[src/rtl/ifu_bus_ctrl_pkg.sv]
// ifu_bus_ctrl_pkg: bus widths, NOP encoding and FSM states for the fetch bus controller
package ifu_bus_ctrl_pkg;
  localparam int XLEN = 64;
  localparam int NPC_ADDR = 32;
  localparam logic [XLEN-1:0] INST_NOP = 64'h0000_0000_0000_0013;
  typedef enum logic [1:0] {
    IFU_ST_IDLE = 2'd0,
    IFU_ST_AR   = 2'd1,
    IFU_ST_R    = 2'd2,
    IFU_ST_HOLD = 2'd3
  } ifu_state_e;
endpackage

[src/rtl/ifu_bus_ctrl.sv]
// ifu_bus_ctrl: single-outstanding instruction fetch over an AR/R bus, serving one held 64-bit beat.
// IFU_LINE_BUF_EN: also serve the other 32-bit half of the held beat without a new read.
module ifu_bus_ctrl
  import ifu_bus_ctrl_pkg::*;
(
  input  logic                clk,
  input  logic                rst,
  input  logic [XLEN-1:0]     pc_now_i,
  output logic [NPC_ADDR-1:0] if_araddr_o,
  output logic                if_arvalid_o,
  input  logic                if_arready_i,
  input  logic [XLEN-1:0]     if_rdata_i,
  input  logic [1:0]          if_rresp_i,
  input  logic                if_rvalid_i,
  output logic                if_rready_o,
  output logic                if_rdata_valid_o,
  output logic [XLEN-1:0]     if_rdata_o,
  output logic                if_access_fault_o
);
  ifu_state_e      state_q;
  logic [XLEN-1:0] req_addr_q;
  logic [XLEN-1:0] buf_data_q;
  logic            buf_fault_q;
  logic            exact;
  logic            hit;
  logic [31:0]     word;
  assign exact = pc_now_i == req_addr_q;
`ifdef IFU_LINE_BUF_EN
  assign hit = pc_now_i[XLEN-1:3] == req_addr_q[XLEN-1:3];
`else
  assign hit = exact;
`endif
  // a beat is only kept if the PC still matches when it arrives, so no stale word is ever served
  always_ff @(posedge clk or posedge rst) begin
    if (rst) begin
      state_q     <= IFU_ST_IDLE;
      req_addr_q  <= '0;
      buf_data_q  <= '0;
      buf_fault_q <= 1'b0;
    end else begin
      case (state_q)
        IFU_ST_IDLE: begin
          req_addr_q <= pc_now_i;
          state_q    <= IFU_ST_AR;
        end
        IFU_ST_AR: if (if_arready_i) state_q <= IFU_ST_R;
        IFU_ST_R: if (if_rvalid_i) begin
          buf_data_q  <= if_rdata_i;
          buf_fault_q <= |if_rresp_i;
          if (!exact) req_addr_q <= pc_now_i;
          state_q <= exact ? IFU_ST_HOLD : IFU_ST_AR;
        end
        IFU_ST_HOLD: if (!hit) begin
          req_addr_q <= pc_now_i;
          state_q    <= IFU_ST_AR;
        end
      endcase
    end
  end
  assign if_araddr_o       = {req_addr_q[NPC_ADDR-1:3], 3'b000};
  assign if_arvalid_o      = state_q == IFU_ST_AR;
  assign if_rready_o       = state_q == IFU_ST_R;
  assign if_rdata_valid_o  = (state_q == IFU_ST_HOLD) && hit;
  assign if_access_fault_o = if_rdata_valid_o && buf_fault_q;
  assign word              = pc_now_i[2] ? buf_data_q[63:32] : buf_data_q[31:0];
  assign if_rdata_o        = (if_rdata_valid_o && !buf_fault_q) ? {32'b0, word} : INST_NOP;
endmodule

[config.mk]
export PLATFORM = sky130hd
export DESIGN_NAME = ifu_bus_ctrl
export DESIGN_NICKNAME = d
export VERILOG_FILES = /design/src/rtl/ifu_bus_ctrl_pkg.sv /design/src/rtl/ifu_bus_ctrl.sv
export SDC_FILE = /design/constraint.sdc
export NUM_CORES = 1
export LEC_CHECK = 0
export BUFFER_PORTS_ARGS = -buffer_cell sky130_fd_sc_hd__buf_2
export CAP_MARGIN = 20
export CELL_PAD_IN_SITES_DETAIL_PLACEMENT = 1
export CELL_PAD_IN_SITES_GLOBAL_PLACEMENT = 1
export CORE_MARGIN = 2
export CORE_UTILIZATION = 40
export DETAILED_ROUTE_END_ITERATION = 12
export HOLD_SLACK_MARGIN = 0.12
export PLACE_DENSITY_LB_ADDON = 0.1
export SKIP_LAST_GASP = 1
export SLEW_MARGIN = 20
export SYNTH_ARGS = -nofsm -noshare
export SYNTH_HDL_FRONTEND = slang
export SYNTH_SLANG_ARGS = --single-unit
[constraint.sdc]
create_clock -name clk -period 5.4 [get_ports clk]
set_clock_uncertainty 0.1 [all_clocks]
set_input_delay 0.27 -clock clk [delete_from_list [all_inputs] [get_ports clk]]
set_output_delay 0.27 -clock clk [all_outputs]
set_load 0.005 [all_outputs]
## Word level (Yosys, flattened, before mapping)

Cells that the tools add are included.

- Word-level logic and storage cells: 31
- Flip-flop bits (word level): 131
- Bits of input ports: 134
- Output and inout port bits: 100

- Mux-type cells: 10
- Reduce and logical (&&, ||, !) cells: 10
- Equality and inequality tests: 7

Operators with widths:

| operator | number |
|---|---|
| case mux 64 bit (3 select lines) | 1 |
| 2-to-1 mux 64 bit | 2 |
| equality test 64 bit | 1 |
| 2-to-1 mux 32 bit | 2 |
| 2-to-1 mux 2 bit | 4 |
| case mux 2 bit (4 select lines) | 1 |
| equality test 2 bit (second input constant) | 2 |
| inequality test 2 bit (second input constant) | 2 |
| AND reduction 2 bit | 2 |
| logical AND 1 bit | 3 |
| AND reduction 3 bit | 1 |
| nonzero test 3 bit | 1 |
| equality test 2 x 1 -> 1 bit (second input constant) | 1 |
| zero test 2 bit | 1 |
| inequality test 2 x 1 -> 1 bit (second input constant) | 1 |
| OR reduction 2 bit | 1 |
| zero test 1 bit | 1 |

## Depth between registers and ports, before layout

Gate-level depths: netlist of run 1.

- Depth after elaboration: 4
- Mapped depth: 8
- Gate-level depth less buffers: 6

## Worst setup path after synthesis of run 1

No wires, ideal clock.

- Path kind: input -> output
- From: input port pc_now_i[2]
- To: output port if_rdata_o[4]
- Path slack: 2.967 ns
- Buffers on the path: 2
- Data arrival time: 2.063 ns
- Stages on the path: 8
- Data required time: 5.030 ns
- Cell sequence: buf_4 > xor2_1 > nor4_1 > nand4_1 > nor4_4 > nand3b_1 > buf_2 > a211o_1

- Longest elaborated chain between the ends: 4
- Elaborated cells on any way between the ends: 5
- Those cells by class: eq/ne (1); mux (2); reduce/logical (2)

RTL lines:

| what | line | text |
|---|---|---|
| from (decl) | ifu_bus_ctrl.sv:8 | `input logic [XLEN-1:0] pc_now_i,` |
| equality test 64 bit | ifu_bus_ctrl.sv:27 | `assign exact = pc_now_i == req_addr_q;` |
| logical AND 1 bit | ifu_bus_ctrl.sv:63 | `assign if_rdata_valid_o = (state_q == IFU_ST_HOLD) && hit;` |
| logical AND 1 bit | ifu_bus_ctrl.sv:66 | `assign if_rdata_o = (if_rdata_valid_o && !buf_fault_q) ? {32'b0, word} : INST_NOP;` |
| 2-to-1 mux 32 bit (*) | ifu_bus_ctrl.sv:66 |  |
| to (decl) | ifu_bus_ctrl.sv:17 | `output logic [XLEN-1:0] if_rdata_o,` |

Mark *: on every way between the ends. The rest lies on a longest branch, timed or not.

## Worst setup path in the final report of run 1

- From: input port pc_now_i[26]
- To: output port if_rdata_o[0]

- Longest elaborated chain between the ends: 4

RTL lines:

| what | line |
|---|---|
| equality test 64 bit | ifu_bus_ctrl.sv:27 |
| logical AND 1 bit | ifu_bus_ctrl.sv:63 |
| logical AND 1 bit | ifu_bus_ctrl.sv:66 |
| 2-to-1 mux 32 bit | ifu_bus_ctrl.sv:66 |

No other way between the ends.

==> out/results.txt, run 1 <==
The run finished with clean final reports. Clock-pin slew was measured on the worst setup and hold paths at 50 ps. Setup repair after global routing left no endpoint under its margin. For the area of the core, the log shows 16700 µm². The synthesized design contains 131 register bits. The count of vias placed by the detailed router is 4897.

The path depth of the worst reg2reg path is 8. The tree is rooted in a sky130_fd_sc_hd__clkbuf_16. Input and output buffers added on the ports amount to 198. Entering global routing, the biggest net connects 72 pins.

For this run, the post-layout net count is 957. Based on the critical path, the design can be clocked at up to 282.1 MHz. The total wire length was 17.82 mm; the via count of the first global-routing pass was 5570. After detailed routing, the number of vias per cell comes to 4.651. The count of final max-slew check failures is 0, and the worst hold path stage count is 4. For the number of post-CTS setup repair buffers, the log shows 0. In this run the remaining antenna-violating nets after routing total 0.

The run gives 1756 as the number of fill cells. Gates resized during post-CTS repair numbered 0. Number of unique standard cell types used by synthesis: 28. For the length of the first detailed-routing pass in iterations, the log shows 4.

No sink is reached through more buffers than the 2 on the longest clock path. Count of hold-fix buffers inserted at cts: 130. The number of warning messages in the yosys log was 0.

The peak ir drop on the vdd network was 0.2328 mV. The ratio of cells with drive above 1 in the final layout is 0.4423. TritonCTS built the clock tree. The tools report the initial antenna violation count as 2. The logs give 18280 µm² for the floorplan die area and 28.84 mm for the wire length of the first global-routing pass. The run gives 3180 ps as the arrival time reported for the critical path endpoint.

In this run the critical register-to-register path is captured at req_addr_q[26]$_DFFE_PP0P_. The analysis attributes to cell leakage a power of 4.782 nW. The number of levels in the clock H-tree came out at 4. The run gives 0.7551 as the global placer's final weighted congestion. The final number of hold-violating endpoints is 0. The worst hold path belongs to the class in -> reg. Endpoint kind of the worst setup timing path: a primary output. The tools report the nature of the critical path startpoint as a primary input. After layout, the minimum clock period comes to 3545 ps. The dominant register cell in the synthesized netlist was sky130_fd_sc_hd__dfrtp_1. The top cell types in the final layout, fill and taps aside, are sky130_fd_sc_hd__buf_2, sky130_fd_sc_hd__dfrtp_1, sky130_fd_sc_hd__dlygate4sd3_1, sky130_fd_sc_hd__mux2_2, sky130_fd_sc_hd__xor2_1.

The number of DRC markers in iteration 0 is 85. The layout overhead on the synthesized area came out at 40.69%. In this run, synthesis inferred 0 flip-flops with an integrated enable.

The cell type group with the largest total delay on the critical path was simple AND/OR/NAND/NOR gates. Data on the critical path is required at its endpoint by 5030 ps. For the total I/O pin count, the log shows 234. The tools report the relative slew slack as 0.3821.

The fraction of registers with async set/reset is 1.000, and the power per cell area is 496.0 nW/µm². The setup path with the least slack is of type in -> out. The area of the mapped netlist is 6884 µm², and the post-detailed-placement half-perimeter wirelength is 11.24 mm.

The destination of the worst hold path was state_q[1]$_DFFE_PP0P_. Synthesis produced a netlist whose cell count is 516. In the routed design, unresolved DRC markers number 0.

The clock net in this run drives a total of 131 sinks. At the pin with the least slew margin, the transition time is 926.9 ps. The run gives 0 as the final count of negative-setup-slack endpoints. Source of the worst register-to-register timing path: req_addr_q[26]$_DFFE_PP0P_. TritonCTS created 17 clock buffers. The cell seen most often among critical-path stages is sky130_fd_sc_hd__buf_2.

Counting both buffers and inverters, the worst setup path holds a total of 4. The logs give 0.2019 for the total track usage and 0 for the global route total overflow. Tracing the worst setup path back leads to its startpoint at pc_now_i[26]. The slowest stage cell on the critical path is sky130_fd_sc_hd__dlygate4sd3_1. The sequential element share of the synthesized area was 0.4762.

The final cycle utilization of the critical path was 0.6565. Routed length per instance: 16.92 µm. The logs give 0 ps for the final-layout setup total negative slack and 410 ps for the source-to-sink clock delay at the later pin of the worst-skew pair. The tools report the final core utilization as 0.5799. Across all register-to-register paths, the minimum setup slack is 2170 ps. The height of the die was 135.2 µm; the count of standard-cell rows was 47.

The commonest non-fill, non-tap cell in the layout was sky130_fd_sc_hd__buf_2. The starting utilization of the core area was 0.4122. Of all nets on the critical path, the largest fanout is 32. The die extent in x is 135.2 µm, and the post-synthesis area per instance is 13.34 µm².

The critical path runs through a total of 10 cells. Traced cell by cell, the critical path runs through dlygate4sd3_1, buf_2, xor2_1, nor4_1, nand4_1, nor4_4, nand3b_1, buf_4, a211o_1, buf_2. The tools report the reported max-cap violation count as 0.

In this run the most critical hold path is launched from if_arready_i. The largest single stage delay on the critical path is 560 ps.
metrics by stage:
| stage | instances | hold WS, ps | total power [mW] | area (µm²) | worst slack (ps) |
|---|---|---|---|---|---|
| 6_report | 1053 | 211.3 | 4.804 | 9686 | 1855 |
| 2_1_floorplan | 550 | 318.0 | 3.222 | 7012 | 1532 |
| 3_5_place_dp | 890 | 282.4 | 3.465 | 7725 | 2126 |
| 4_1_cts | 1052 | 188.7 | 4.840 | 9683 | 1814 |
| 5_1_grt | 1053 | 217.8 | 5.099 | 9686 | 1663 |
| 3_3_place_gp | 890 | 275.3 | 3.359 | 7725 | 2254 |
where the power goes:
part	switching, mW	internal [mW]	total (mW)	leakage [nW]
clock network	0.450	0.824	1.27	0.302
logic	0.646	1.05	1.70	2.92
registers	0.346	1.48	1.83	1.56
total	1.44	3.36	4.80	4.78
cells in the mapped netlist (2+ instances only):
| master | instances | area (µm²) |
|---|---|---|
| sky130_fd_sc_hd__a211o_1 | 3 | 26.28 |
| sky130_fd_sc_hd__buf_4 | 65 | 488.0 |
| sky130_fd_sc_hd__buf_6 | 6 | 67.56 |
| sky130_fd_sc_hd__clkbuf_1 | 12 | 45.04 |
| sky130_fd_sc_hd__dfrtp_1 | 131 | 3278 |
| sky130_fd_sc_hd__ha_1 | 4 | 50.05 |
| sky130_fd_sc_hd__inv_1 | 5 | 18.77 |
| sky130_fd_sc_hd__mux2_2 | 68 | 765.7 |
| sky130_fd_sc_hd__mux2_4 | 60 | 900.9 |
| sky130_fd_sc_hd__mux2i_1 | 30 | 300.3 |
| sky130_fd_sc_hd__nand2_1 | 2 | 7.510 |
| sky130_fd_sc_hd__nand4_1 | 4 | 25.02 |
| sky130_fd_sc_hd__nor2_1 | 31 | 116.4 |
| sky130_fd_sc_hd__nor2b_1 | 3 | 18.77 |
| sky130_fd_sc_hd__nor4_1 | 16 | 100.1 |
| sky130_fd_sc_hd__xor2_1 | 64 | 560.5 |
kinds of logic (layout without fill, tap and decap cells):
family	after synthesis	count (layout)	synth area share
simple gates	60	60	0.04489
xor+xnor	64	64	0.08143
fa+ha+maj	4	4	0.007270
other cells	1	36	0.0005447
mux	158	158	0.2857
buf+inv	89	371	0.09069
compound gates	9	9	0.01327
flops	131	131	0.4762
registers in the layout (all words and copies together), names as in the netlist:
signal / flops
req_addr_q: 64
buf_data_q: 64
buf_fault_q: 1
state_q: 2
cell type report:
| cell class | count | area (µm²) | share of cell area |
|---|---|---|---|
| Clock inverter | 15 | 231.5 | 0.02390 |
| Multi-Input combinational cell | 330 | 3112 | 0.3213 |
| Sequential cell | 131 | 3278 | 0.3385 |
| Inverter | 5 | 23.77 | 0.002454 |
| Timing Repair Buffer | 334 | 2337 | 0.2413 |
| Antenna cell | 1 | 2.502 | 0.0002584 |
| Tap cell | 220 | 275.3 | 0.02842 |
| Clock buffer | 17 | 425.4 | 0.04392 |
routing by layer:
layer	part of all wire	vias up	GRT usage
met2	0.53	154	0.3593
met5	0.00062	-	0
met4	0.017	2	0.06771
met3	0.051	27	0.04751
li1	-	2284	-
met1	0.40	2430	0.2403
worst max path at each step:
stage               slack, ps                    endpoint
CTS                      1810               if_rdata_o[4]
global route             1660               if_rdata_o[4]
finish                   1850               if_rdata_o[0]
detailed placement       2130  req_addr_q[52]$_DFFE_PP0P_
floorplan                1530   buf_data_q[0]$_DFFE_PP0P_
global placement         2250  req_addr_q[57]$_DFFE_PP0P_
worst reg2reg max path: cells and delay by family (launching register included):
kind	cells	cell delay (ps)
buffers and inverters	2	740
DFF	1	420
muxes	1	380
xor gates and xnor gates	1	190
AOI/OAI and AO/OA	1	100
and+or+nand+nor	3	1190
(Power assumes the default switching activity.)
==> run 2: changes to the inputs <==
- CORE_UTILIZATION: 40 -> 36
- clock period: 5.4 -> 3.1 ns (I/O delays scaled with it)
==> out/results.txt, run 2 (same netlist as run 1, synthesis figures left out) <==
The setup path with the least slack is of type reg -> out. The final layout contains routed wiring with a total length of 18.18 mm. The wire length on met1 was 7.779 mm.

The worst register-to-register path has a depth of 8. The via count of the first global-routing pass was 5624; the critical-path maximum fanout was 16. Summing all multi-input logic gate instances after layout gives 3171 µm².

The first global-routing pass estimated 29.18 mm of wire. The commonest non-fill, non-tap cell in the layout is sky130_fd_sc_hd__buf_2. The instance count on the critical path came out at 9. The tools report the endpoint kind of the worst setup timing path as a primary output.

After clock tree synthesis, the clock-pin slew on the worst setup and hold paths is 60 ps. For this block, the initial DRC count from the detailed router was 89. The worst stage delay on the critical path was 400 ps.

In the final layout, flip-flops and latches occupy 3278 µm². The logs give 67 for the maximum number of pins on one net before global-route repair and 0.373 for the portion of total power attributed to combinational logic. The starting utilization of the core area was 0.3680; the switching part of the total power was 0.3091. The post-detailed-placement half-perimeter wirelength is 11.75 mm. The signal on the critical path passes through xor2_1, nor4_2, nand4_1, nor4_4, nand3b_1, buf_4, buf_16, nor2_1, buf_2. For the reg2reg setup slack, the log shows 450 ps. On the critical path, the stage with the largest delay is an instance of sky130_fd_sc_hd__dfrtp_1. The tools report the nature of the critical path startpoint as a flop.

Across all setup checks in the final design, the least slack found is 88.40 ps. STA puts the critical path data arrival time at 2760 ps. The worst hold path stage count is 4. Summed over all cells, the static leakage comes to 4.880 nW.

The final cycle utilization of the critical path is 0.9715, and the relative slew slack is 0.5809. The floorplan step defined a die boundary enclosing 20250 µm². The final count of negative-setup-slack endpoints came out at 0.

The share of power burned in registers is 0.387, and the height of the die is 142.3 µm. The peak ir drop on the vdd network is 0.5118 mV. The area of the core came out at 18710 µm². Count of final max-slew check failures: 0. The cell type group with the largest total delay on the critical path is simple AND/OR/NAND/NOR gates. In the final layout, the registers with the most flip-flops are buf_data_q x64, req_addr_q x64, state_q x2. The filler cells instantiated in the layout total 1978. The clock period could shrink to 3012 ps.

The final layout contains 972 nets. The final number of hold-violating endpoints was 0; the final core utilization was 0.5297. In this run the deepest clock path goes through 2 buffers.

In this run the remaining antenna-violating nets after routing total 0. The count of standard-cell rows was 50. The initial antenna violation count was 0; the portion of total power attributed to the clock network was 0.240. The number of buffers and inverters on the critical path is 3, and the routed length per instance is 16.82 µm. The global placer's final weighted congestion came out at 0.7277. For hold timing, the worst endpoint is state_q[1]$_DFFE_PP0P_. Summed over all nets, wire length on met2 after detailed routing comes to 9.419 mm. The startpoint identified for the worst hold timing path is if_rvalid_i. The reported max-cap violation count is 0, and the number of buffers added on ports is 198. Dividing total power by cell area gives a power density of 828.7 nW/µm². For the count of vias placed by the detailed router, the log shows 4916. Hold timing on the final database bottoms out at a slack of 161.4 ps.

The total I/O pin count is 234. TritonCTS built the clock tree. For the pin with the worst max-slew slack, the measured transition is 627.3 ps.

The worst register-to-register path ends at req_addr_q[48]$_DFFE_PP0P_. The tools report the number of levels in the clock H-tree as 4. Routed signal wires occupy layers up through met4. In this run the critical register-to-register path is launched from req_addr_q[30]$_DFFE_PP0P_.

In this run the power spent charging and discharging nets is 2.538 mW. The tree is rooted in a sky130_fd_sc_hd__clkbuf_16. After global routing the overflow that remains totals 0. The internal portion of the total power is 5.673 mW. The tools report the total track usage as 0.1858.

For this run, the top clock speed supported by timing is 332.1 MHz. Prior to clock tree synthesis, the placed netlist has a worst setup slack of 153.5 ps. Counting the buffers created by CTS gives 17. Clock tree synthesis found a total of 131 sinks. The number of remaining DRC errors was 0; the antenna diode instance count was 0. From left edge to right edge, the die measures 142.3 µm. The length of the first detailed-routing pass in iterations came out at 4. The class of the tightest hold or removal check was in -> reg.

The library cells used most frequently in the layout, excluding fill and tap cells, are sky130_fd_sc_hd__buf_2, sky130_fd_sc_hd__dfrtp_1, sky130_fd_sc_hd__dlygate4sd3_1, sky130_fd_sc_hd__mux2_2, sky130_fd_sc_hd__xor2_1. The endpoint required time on the critical path was 2840 ps. For the worst-skew pair, the clock arrives at the later sink with an insertion delay of 410 ps.

The routed design uses 774 µm of met3 wire. Setup repair after global routing could not meet its margin everywhere. Dividing the detail-routed via count by the number of cells gives 4.548.

From synthesis to final layout, the design area changed by 43.93%. The ratio of cells with drive above 1 in the final layout was 0.4652. The flow ran to the end, and the final reports show no timing, DRC or antenna violations.
run 2: cell types whose count changed in the layout (fill, tap and decap cells not counted), moves of 3 or more:
cell | previous run | this run
sky130_fd_sc_hd__nor4_2 | 0 | 3
sky130_fd_sc_hd__bufinv_16 | 5 | 2
sky130_fd_sc_hd__nor2_2 | 0 | 7
sky130_fd_sc_hd__nor2_1 | 31 | 23
sky130_fd_sc_hd__nor4_1 | 16 | 12
sky130_fd_sc_hd__buf_4 | 6 | 12
sky130_fd_sc_hd__buf_12 | 0 | 6
sky130_fd_sc_hd__clkinv_2 | 0 | 6
run 2: worst max-delay path by stage:
stage,startpoint,slack (ps),to
floorplan,req_addr_q[22]$_DFFE_PP0P_,780,if_rdata_o[4]
CTS,req_addr_q[29]$_DFFE_PP0P_,-10,if_rdata_o[21]
detailed placement,req_addr_q[11]$_DFFE_PP0P_,150,req_addr_q[19]$_DFFE_PP0P_
finish,req_addr_q[30]$_DFFE_PP0P_,90,if_rdata_o[11]
global placement,req_addr_q[11]$_DFFE_PP0P_,190,req_addr_q[37]$_DFFE_PP0P_
global route,req_addr_q[26]$_DFFE_PP0P_,-110,if_rdata_o[25]
run 2: worst register-to-register path: stages (launching register included):
cell,delay (ps)
sky130_fd_sc_hd__dfrtp_1,400
sky130_fd_sc_hd__xor2_1,180
sky130_fd_sc_hd__nor4_2,350
sky130_fd_sc_hd__nand4_1,230
sky130_fd_sc_hd__nor4_4,340
sky130_fd_sc_hd__buf_4,190
sky130_fd_sc_hd__a221oi_4,70
sky130_fd_sc_hd__buf_12,250
sky130_fd_sc_hd__mux2_4,430
run 2: cell type report:
class	count	share of cell area
clock buffers	18	0.04432
clock inverters	14	0.01389
inverters	5	0.002273
multi-input cells	330	0.3200
flip-flops and latches	131	0.3308
well taps	234	0.02955
repair buffers	349	0.2591
run 2: routing by layer:
layer	track usage	up-vias
li1	-	2313
met1	0.2290	2453
met2	0.3275	135
met3	0.03836	15
met4	0.05632	0
met5	0	-
run 2: what timing repair did:
action / CTS / global route
gates cloned: 1 / 0
hold buffers: 131 / 0
resized for setup: 12 / 6
hold endpoints to repair: 170 / 0
setup endpoints to repair: 32 / 32
buffers inserted: 5 / 2
pin swaps: 7 / 1
run 2: power by group through the flow:
stage	Clock [mW]	Combinational (mW)	Sequential [mW]
2_1_floorplan	0	2.58	3.04
3_3_place_gp	0	2.76	3.14
3_5_place_dp	0	2.87	3.20
4_1_cts	2.04	3.06	3.18
5_1_grt	2.10	3.34	3.30
6_report	1.97	3.06	3.18
run 2: per-stage QoR:
stage	power (mW)	std cells	area, µm²	setup TNS [ps]
after floorplan	5.614	550	7015	0
after global placement	5.898	909	7829	0
after detailed placement	6.068	909	7829	0
after CTS	8.283	1078	9848	-29.84
after global routing	8.742	1081	9908	-1972
final	8.211	1081	9908	0
==> run 3: changes to the inputs <==
- ABC_AREA: unset -> 1
- CORE_ASPECT_RATIO: unset -> 1.1
- CORE_UTILIZATION: 36 -> 33
==> out/results.txt, run 3 <==
The run gives 0 ps as the final-layout setup total negative slack. The first global-routing pass estimated 36.18 mm of wire. The library cell used most frequently in the layout, excluding fill and tap cells, is sky130_fd_sc_hd__nand2_1. The worst hold path belongs to the class in -> reg. The congestion estimate from routability-driven global placement came to 0.7168.

After detailed placement, the design holds a cell count of 1450. The relative slew slack is 0.4754. The area fraction of the dominant cell type after synthesis is 0.4389, and the global route total overflow is 0.

The area of the mapped netlist is 7468 µm², and the switching part of the total power is 0.3872. The final route contains 6958 vias. The sequential element share of the synthesized area is 0.4389, and the via count of the first global-routing pass is 7552. For the pin with the worst max-slew slack, the measured transition is 786.9 ps. Once the clock tree was built, the setup fixing pass inserted 0 buffers.

The logs give 0.243 for the portion of total power attributed to the clock network and 65 for the maximum number of pins on one net before global-route repair. The total track usage is 0.1867. Final cycle utilization of the critical path: 0.9079. After layout, the minimum clock period comes to 2814 ps. The main combinational cell family by area after synthesis is simple AND/OR/NAND/NOR gates.

The critical path goes through nand2_1, nand2_1, nor2_1, nand2_1, nor2_1, nand2_1, nor2_2, nand3_2, clkinv_2, nand2_2, buf_4, nor2_1, buf_2. The flow ran to the end, and the final reports show no timing, DRC or antenna violations. The starting utilization of the core area was 0.3367. Setup repair after global routing left no endpoint under its margin. Counting both buffers and inverters, the worst setup path holds a total of 3.

The run gives 14.24 mm as the post-detailed-placement half-perimeter wirelength. The area growth from synthesis to layout is 36.59%. Summing all multi-input logic gate instances after layout gives 3232 µm². The initial antenna violation count is 2. The detail route stage leaves a number of antenna-violating nets equal to 0. The critical path is of the reg -> out type.

The H-tree was split into 4 levels. CTS root buffer: sky130_fd_sc_hd__clkbuf_16. The fraction of the mapped netlist area in adder cells was 0.006701. The run gives 131 as the clock sink total. In this run, synthesis produced a sequential element count of 131. Summed over all nets, the switching power comes to 3.054 mW. The finished layout holds 1613 standard cells, fillers aside. Dividing the synthesized area by the synthesized cell count gives 7.344 µm².

The run gives 22 as the number of unique standard cell types used by synthesis. The floorplan die area is 23850 µm². The power per cell area is 773.2 nW/µm², and the endpoint required time on the critical path is 2840 ps. The floorplan step set the die width to 147.4 µm. The length of the first detailed-routing pass in iterations came out at 6.

The tools report the nature of the critical path startpoint as a flop. The final layout contains routed wiring with a total length of 21.57 mm. The reported max-cap violation count is 0, and the peak ir drop on the vdd network is 0.4404 mV. Clock latency on the worst-skew pair, taken at its later pin, is 410 ps. The number of clock buffers added by TritonCTS is 17.

The slowest stage of the critical path belongs to the cell sky130_fd_sc_hd__dfrtp_1. The tools report the internal power of the cells as 4.833 mW. Yosys attributes the largest share of cell area to sky130_fd_sc_hd__dfrtp_1, sky130_fd_sc_hd__nand2_1, sky130_fd_sc_hd__buf_4. For the count of final max-slew check failures, the log shows 0.

The ratio of cells with drive above 1 in the final layout was 0.2020. The mux contribution to synthesized area came out at 0.03351. The detailed router finished its first iteration with 207 violations.

The area of the core is 22180 µm², and the critical-path maximum fanout is 24. The die is 161.8 µm tall. Synthesis handed over a netlist of 1017 instances.

The share of power burned in registers came out at 0.394. TritonCTS built the clock tree. The count of standard-cell rows is 57. The xor/xnor share of the synthesized area is 0.02228. Counting instances in the post-synthesis netlist gives the leading cell types as sky130_fd_sc_hd__nand2_1, sky130_fd_sc_hd__dfrtp_1, sky130_fd_sc_hd__nor2_1.

In this design, the critical path's most frequently occurring cell is sky130_fd_sc_hd__nand2_1. The largest registers in the layout are buf_data_q x64, req_addr_q x64, state_q x2. Setup violations remaining at the end of the flow were counted as 0. Dividing the detail-routed via count by the number of cells gives 4.314. In this run, synthesis inferred 0 flip-flops with an integrated enable. sky130_fd_sc_hd__nand2_1 is the most common cell in the netlist. Based on the critical path, the design can be clocked at up to 355.3 MHz. The tools report the endpoint kind of the worst setup timing path as a primary output.

The synthesized design spends more area on one cell type than any other, namely sky130_fd_sc_hd__dfrtp_1. For the worst setup path, the data arrival time is 2560 ps. Fraction of registers with async set/reset: 1.000.

After the last flow step, the layout net total stands at 1442. On the critical path the largest part of the delay comes from simple AND/OR/NAND/NOR gates. Routed length per instance: 13.37 µm. After detailed routing, the number of remaining DRC violations is 0. On the worst path, the slowest cell contributes a delay of 410 ps. The top cell types in the final layout, fill and taps aside, are sky130_fd_sc_hd__nand2_1, sky130_fd_sc_hd__buf_2, sky130_fd_sc_hd__dfrtp_1, sky130_fd_sc_hd__dlygate4sd3_1, sky130_fd_sc_hd__nor2_1. In this run the tool buffered the top-level ports with 198 buffer cells. Portion of total power attributed to combinational logic: 0.363.

The clock transition at the registers of the reported paths was 60 ps. The basic-gate share of the synthesized area counting and, or, nand and nor cells was 0.3393; the total I/O pin count was 234. The run gives 0 as the number of warning messages in the yosys log.

The maximum buffer depth of the clock tree was 2. Summed over all cells, the static leakage comes to 5.764 nW. The dominant register cell in the synthesized netlist was sky130_fd_sc_hd__dfrtp_1.

Summing all flip-flop and latch instances after layout gives 3278 µm². The synthesized-area fraction occupied by ao, oa, aoi and oai cells was 0.01273; the final number of hold-violating endpoints was 0. After filler insertion, the fill cell instance count of the layout stands at 2835.
-- run 3: changes by cell type after synthesis, sizes merged, moves of 45 or more --
cell   delta
nor2     +74
nand2   +446
nand3    +68
xor2     -45
inv      +85
mux2    -128
-- run 3: per-layer routing --
| metal | vias to the layer above | GRT usage | share of wire | routed length (µm) |
|---|---|---|---|---|
| met5 | - | 0 | 0.00056 | 12 |
| met4 | 2 | 0.04677 | 0.0073 | 158 |
| met3 | 15 | 0.04045 | 0.040 | 868 |
| met2 | 143 | 0.3407 | 0.51 | 10970 |
| met1 | 3262 | 0.2233 | 0.44 | 9567 |
| li1 | 3536 | - | - | - |
-- run 3: layout make-up --
class,count,area share
diodes,1,0.0002453
clock buffers,17,0.04170
clock inverters,15,0.01325
inverters,91,0.03398
multi-input cells,724,0.3168
flip-flops and latches,131,0.3214
well taps,295,0.03618
repair buffers,339,0.2365
-- run 3: final timing paths --
kind	from	endpoint	slack [ps]	cells past startpoint
max	req_addr_q[18]$_DFFE_PP0P_	if_rdata_o[9]	290	13
min	if_arready_i	state_q[1]$_DFFE_PP0P_	170	6
max in group asynchronous	rst	req_addr_q[13]$_DFFE_PP0P_	1940	4
min in group asynchronous	rst	req_addr_q[48]$_DFFE_PP0P_	260	3
max reg2reg	req_addr_q[17]$_DFFE_PP0P_	req_addr_q[40]$_DFFE_PP0P_	750	13
min reg2reg	buf_data_q[5]$_DFFE_PP0P_	buf_data_q[5]$_DFFE_PP0P_	380	2
-- run 3: worst register-to-register path, stage by stage, from the launching register on --
cell	delay (ps)
sky130_fd_sc_hd__dfrtp_1	400
sky130_fd_sc_hd__inv_1	60
sky130_fd_sc_hd__nand2_1	40
sky130_fd_sc_hd__nand2_1	70
sky130_fd_sc_hd__nor2_1	40
sky130_fd_sc_hd__nand2_1	80
sky130_fd_sc_hd__nor2_1	60
sky130_fd_sc_hd__nand2_1	110
sky130_fd_sc_hd__nor2_2	70
sky130_fd_sc_hd__and2_2	220
sky130_fd_sc_hd__nand2_2	90
sky130_fd_sc_hd__buf_4	610
sky130_fd_sc_hd__nand3_1	200
sky130_fd_sc_hd__nand2_1	120
-- run 3: power groups by stage --
stage	Sequential (mW)	Combinational, mW	Clock, mW
2_1_floorplan	2.99	2.32	0
3_3_place_gp	3.09	2.73	0
3_5_place_dp	3.13	2.78	0
4_1_cts	3.11	2.93	1.99
5_1_grt	3.24	3.37	2.04
6_report	3.11	2.86	1.92
-- run 3: repair_timing --
| item | CTS | global route |
|---|---|---|
| setup endpoints to repair | 0 | 24 |
| hold buffers | 130 | 0 |
| endpoints found under the hold margin | 150 | 0 |
| resized for setup | 0 | 1 |
-- run 3: logic make-up after synthesis --
group	count (synthesis)
other	1
buffers and inverters	196
muxes	25
and+or+nand+nor	622
xor gates and xnor gates	19
AOI/OAI and AO/OA	19
DFF	131
adders and majority gates	4
-- run 3: through the flow --
| stage | cell area, µm² | worst slack, ps | hold WS (ps) | util | power, mW |
|---|---|---|---|---|---|
| 2_1_floorplan | 7600 | 1212 | 164.6 | - | 5.315 |
| 3_3_place_gp | 8334 | 649.9 | 166.3 | 0.3758 | 5.826 |
| 3_5_place_dp | 8334 | 585.6 | 166.9 | 0.3758 | 5.913 |
| 4_1_cts | 10200 | 109.6 | 180.7 | 0.4597 | 8.029 |
| 5_1_grt | 10200 | 2.181 | 223.9 | 0.4599 | 8.652 |
| 6_report | 10200 | 285.5 | 174.8 | 0.4599 | 7.887 |
